### src/rtl/swap_datapath.sv
// ============================================================================
// Module   : swap_datapath
// Purpose  : A/B register swap through T driven by an upstream w/sel sequence,
//            with host loads, done pulse, swap counter and sticky error flags.
// Revision : 1.0 - initial release
// ============================================================================
`default_nettype none

module swap_datapath #(
  parameter int WIDTH   = 8,
  parameter int COUNT_W = 4
) (
  input  logic               clk,
  input  logic               reset_n,
  input  logic               w,
  input  logic [1:0]         sel,
  input  logic [WIDTH-1:0]   din,
  input  logic               load_a,
  input  logic               load_b,
  input  logic               clr_err,
  output logic [WIDTH-1:0]   a_out,
  output logic [WIDTH-1:0]   b_out,
  output logic               busy,
  output logic               done,
  output logic [COUNT_W-1:0] swap_count,
  output logic               load_err,
  output logic               seq_err
);

  localparam logic [1:0] c_idle = 2'd0;
  localparam logic [1:0] c_got1 = 2'd1;
  localparam logic [1:0] c_got2 = 2'd2;

  logic [WIDTH-1:0]   r_a;
  logic [WIDTH-1:0]   r_b;
  logic [WIDTH-1:0]   r_t;
  logic [1:0]         r_state;
  logic               r_done;
  logic [COUNT_W-1:0] r_count;
  logic               r_load_err;
  logic               r_seq_err;

  logic [1:0]         w_next_state;
  logic               w_seq_set;
  logic               w_complete;
  logic               w_load_set;

  // Sequence tracker: sel=1 always (re)starts a swap, any other break returns to idle.
  always_comb begin
    w_next_state = r_state;
    w_seq_set    = 1'b0;
    w_complete   = 1'b0;
    case (r_state)
      c_idle: begin
        if (w) begin
          if (sel == 2'd1) w_next_state = c_got1;
          else             w_seq_set    = 1'b1;
        end
      end
      c_got1: begin
        if (w && sel == 2'd2) begin
          w_next_state = c_got2;
        end else begin
          w_seq_set    = 1'b1;
          w_next_state = (w && sel == 2'd1) ? c_got1 : c_idle;
        end
      end
      c_got2: begin
        if (w && sel == 2'd3) begin
          w_next_state = c_idle;
          w_complete   = 1'b1;
        end else begin
          w_seq_set    = 1'b1;
          w_next_state = (w && sel == 2'd1) ? c_got1 : c_idle;
        end
      end
      default: w_next_state = c_idle;
    endcase
  end

  assign w_load_set = w & (load_a | load_b);

  // Swap steps always follow w/sel; host loads only land while w is low.
  always_ff @(posedge clk or negedge reset_n) begin
    if (!reset_n) begin
      r_a <= '0;
      r_b <= '0;
      r_t <= '0;
    end else if (w) begin
      case (sel)
        2'd1:    r_t <= r_a;
        2'd2:    r_a <= r_b;
        2'd3:    r_b <= r_t;
        default: ;
      endcase
    end else begin
      if (load_a) r_a <= din;
      if (load_b) r_b <= din;
    end
  end

  always_ff @(posedge clk or negedge reset_n) begin
    if (!reset_n) begin
      r_state    <= c_idle;
      r_done     <= 1'b0;
      r_count    <= '0;
      r_load_err <= 1'b0;
      r_seq_err  <= 1'b0;
    end else begin
      r_state <= w_next_state;
      r_done  <= w_complete;
      if (w_complete) r_count <= r_count + COUNT_W'(1);
      // Set takes priority over a same-cycle clear.
      if (w_load_set)   r_load_err <= 1'b1;
      else if (clr_err) r_load_err <= 1'b0;
      if (w_seq_set)    r_seq_err  <= 1'b1;
      else if (clr_err) r_seq_err  <= 1'b0;
    end
  end

  assign a_out      = r_a;
  assign b_out      = r_b;
  assign busy       = w | (r_state != c_idle);
  assign done       = r_done;
  assign swap_count = r_count;
  assign load_err   = r_load_err;
  assign seq_err    = r_seq_err;

endmodule

`default_nettype wire
### config.mk
export PLATFORM = sky130hd
export DESIGN_NAME = swap_datapath
export DESIGN_NICKNAME = d
export VERILOG_FILES = /design/src/rtl/swap_datapath.sv
export SDC_FILE = /design/constraint.sdc
export NUM_CORES = 1
export LEC_CHECK = 0
export ABC_AREA = 1
export BUFFER_PORTS_ARGS = -buffer_cell sky130_fd_sc_hd__clkbuf_2
export CORE_AREA = 5 5 63 65
export CTS_CLUSTER_DIAMETER = 80
export DETAILED_ROUTE_END_ITERATION = 8
export DIE_AREA = 0 0 68 70
export MAX_ROUTING_LAYER = met4
export PLACE_DENSITY = 0.77
export SYNTH_ARGS = -nofsm -noshare
export SYNTH_HDL_FRONTEND = slang
export SYNTH_SLANG_ARGS = --single-unit
### constraint.sdc
create_clock -name clk -period 0.9 [get_ports clk]
set_input_delay 0.09 -clock clk [delete_from_list [all_inputs] [get_ports clk]]
set_output_delay 0.09 -clock clk [all_outputs]
set_load 0.05 [all_outputs]
==> results by group <==
Setup path
  – Critical Path RT: 810 ps
  – RR Endpoint: swap_count[3]
  – WP buf/inv: 1
  – Critical-path top delay cell: dfrtp_1
  – Crit Path Category: reg2out
  – Worst-case reg-to-reg path depth: 8
  – CP Capture Type: output port
  – Reg2Reg Setup Slack: -210 ps
  – Worst setup path start: r_state[1]
  – Critical-path cell list: nor2_2 -> nand2_1 -> buf_8
  – Delay-heaviest family, CP: flip-flops
  – Arrival time worst endpoint: between 1000 and 1500 ps
  – Crit path largest cell delay: 400 ps
  – R2r startpoint: r_state[1]
  – CP max FO: 2
  – Levels on crit path: 3
  – Worst Setup EP: busy
  – Element type at the critical path start: flip-flop

Power and ir drop
  – Power Dens Cells: 1870 nW/um^2
  – Power Total: between 4 and 5 mW
  – VDD IR max: 1150 uV
  – P_leak: 1.15 nW

Floorplan
  – Row count: 21
  – Die X: approximately 70 microns
  – Core ar.: between 3000 and 4000 sq um
  – DIE AREA: approximately 4800 sq um
  – Chip height: roughly 70 microns
  – Starting Density: 45.2%
  – Top-level port count: 40

Detailed routing
  – Final wirelength: about 4100 microns
  – WL/cell: 13.9 microns
  – Drt pass-1 iters: 4
  – Antenna-violating nets left: 0
  – DRC viols: 0
  – DRT iter0 DRCs: 85
  – Vias post-DR: 1,454
  – Detail-routed via count per cell: 4.93

CTS
  – Num Clock Sinks: 33
  – CTS root buffer: clkbuf_4
  – TritonCTS clock tree: done
  – Worst-skew pair later-pin latency: 340 ps
  – CTS buffer count: 5
  – H-tree levels: 2
  – Clk buf depth: 2
  – Reg clk slew, reported paths: about 100 ps

Synth
  – Synth Register Bits: 33
  – Area contributors post-synth: dfrtp_1 56%, nand2_1 18%, o21ai_0 11%
  – Leading area contributor after synthesis: dfrtp_1
  – Number of flops mapped to enable cells by yosys: 0
  – Synth cell types: 16
  – Synth top cells by count: 70 x nand2_1, 33 x dfrtp_1, 33 x o21ai_0
  – Register area share after synthesis: 55.6%
  – Avg Synthesized Cell Area: 8.02 sq um
  – Yosys top cell area share: 55.6%
  – Async SR Flop Fraction: 100%
  – Post-Syn Area: 1480 sq um
  – Syn Nets: between 200 and 250
  – YS warnings: 0
  – Mapped Cells: approximately 190
  – Most used DFF post-synth: dfrtp_1
  – Count leader, synth: nand2_1

Timing
  – Final worst path period share: 131%
  – RSZ-0062 raised after global routing: true
  – FMAX: 0.851 GHz
  – Worst clock skew: ~16 ps
  – Final setup violation count: 32
  – Hold Fails Final Rpt: 0
  – Final min period: ~1200 ps
  – Worst slew pin tran: 281 ps
  – Max transition margin: 81.2%
  – Fin. max-slew vios: 0
  – Setup ws final: -275 ps

Global routing
  – Total GRT Usage: between 10% and 20%
  – Vias in the first global route: 1,389
  – First-pass GRT wire length: between 6000 and 7000 microns
  – Initial antenna violation count: 0
  – Largest net degree at the start of global routing: 34
  – Grt total ovfl: 0

Placement
  – Placed Area: 1830 sq um
  – Gp weighted congestion: 0.822
  – Dpl hpwl: 2340 microns
  – Dpl cells: 273
  – Quantity of I/O buffers inserted on ports: 39

Outcome
  – Status: finished, violations left
  – Violated checks: setup timing

Final layout
  – Layout Cells excl Fill: 295
  – Final Cell Area: 2340 sq um
  – Ant. Diodes: 0
  – Share of layout cells above drive strength 1: 42.2%
  – Net count, final: about 270
  – Area grow syn2layout: 57.8%

Run
  – MaxCap Viol Count: 0

Min path
  – Hold WC Path Type: in2reg
[timing repair]
item | 4_1_cts | 5_1_grt
cloned | 0 | 0
resized for setup | 59 | 42
setup endpoints to repair | 29 | 36
buffers inserted | 9 | 1
hold buffers | 4 | 0
endpoints found under the hold margin | 34 | 0
pin swaps | 7 | 7
[area by class of cell]
| class | instances | area, sq um |
|---|---|---|
| clock buffers | 7 | 65.1 |
| clock inverters | 1 | 5.00 |
| fillers | 217 | 942 |
| inverters | 26 | 100 |
| multi-input cells | 121 | 594 |
| flip-flops and latches | 33 | 851 |
| well taps | 46 | 57.6 |
| repair buffers | 61 | 669 |
[worst min-delay path, cell delays in order]
cell and delay, ps:
clkbuf_2 80, nand2_1 50, nand2_1 50, nand2_1 40, o21ai_0 60
[cell families (layout without fill, tap and decap cells)]
| kind of cell | after synthesis | after routing | synth area share (%) |
|---|---|---|---|
| AOI/OAI and AO/OA | 35 | 35 | 11.8 |
| xor gates and xnor gates | 1 | 1 | 0.590 |
| adders and majority gates | 1 | 1 | 0.843 |
| buffers and inverters | 31 | 95 | 8.68 |
| DFF | 33 | 33 | 55.6 |
| and+or+nand+nor | 84 | 84 | 22.4 |
[routing by layer]
| layer | GRT usage [%] | wire length, microns | up-vias |
|---|---|---|---|
| met5 | - | 0 | - |
| met4 | 8.17 | 76 | 0 |
| met3 | 3.69 | 267 | 7 |
| met2 | 29.3 | 2100 | 66 |
| met1 | 22.2 | 1660 | 670 |
| li1 | - | - | 711 |
[through the flow]
stage | hold WS [ps] | setup WS (ps) | TNS [ps] | util (%)
after floorplan | -206 | -139 | -327 | -
after global placement | 62.4 | -27.8 | -130 | 55.8
after detailed placement | 64.1 | -49.5 | -548 | 55.8
after CTS | 47.1 | -293 | -4400 | 69.3
after global routing | 92.1 | -331 | -5330 | 71.3
final | 84.2 | -275 | -4080 | 71.3
[sequential cells by signal, indices dropped and copies added, names as in the netlist]
signal      flops
a_out           8
b_out           8
r_t             8
swap_count      4
seq_err         1
done            1
load_err        1
r_state         2
[cells in the final DEF, fill, tap and decap left out]
cell / Yosys / routed
nand2_1: 70 / 67
o21ai_0: 33 / 24
buf_8: 0 / 23
inv_1: 25 / 20
dfrtp_2: 0 / 20
clkbuf_2: 0 / 15
dfrtp_1: 33 / 13
buf_4: 0 / 12
o21ai_1: 1 / 9
inv_2: 1 / 5
nand3_1: 5 / 5
clkbuf_4: 0 / 5
nand2_2: 2 / 4
dlygate4sd3_1: 0 / 4
buf_6: 1 / 3
buf_12: 0 / 3
nor2_2: 0 / 2
nor2_4: 0 / 2
nand4_1: 2 / 2
clkbuf_8: 0 / 2
a21oi_2: 0 / 1
inv_4: 0 / 1
o21ai_2: 0 / 1
xnor2_2: 0 / 1
nand2_4: 0 / 1
nor3_2: 0 / 1
ha_4: 0 / 1
clkinv_2: 0 / 1
clkbuf_16: 0 / 1
[power by group]
group	internal, mW	leakage [nW]	switching (mW)	total (mW)
Clock	0.452	0.0413	0.493	0.945
Sequential	1.72	0.398	0.181	1.90
Combinational	0.619	0.715	0.913	1.53
[how the worst min path moves through the flow]
stage / from / to / cells after the start
global route: w / load_err / 3
detailed placement: reset_n / load_err / 2
finish: din[5] / b_out[5] / 5
global placement: reset_n / swap_count[2] / 2
floorplan: reset_n / a_out[0] / 0
CTS: w / load_err / 3
(Power assumes the default switching activity.)
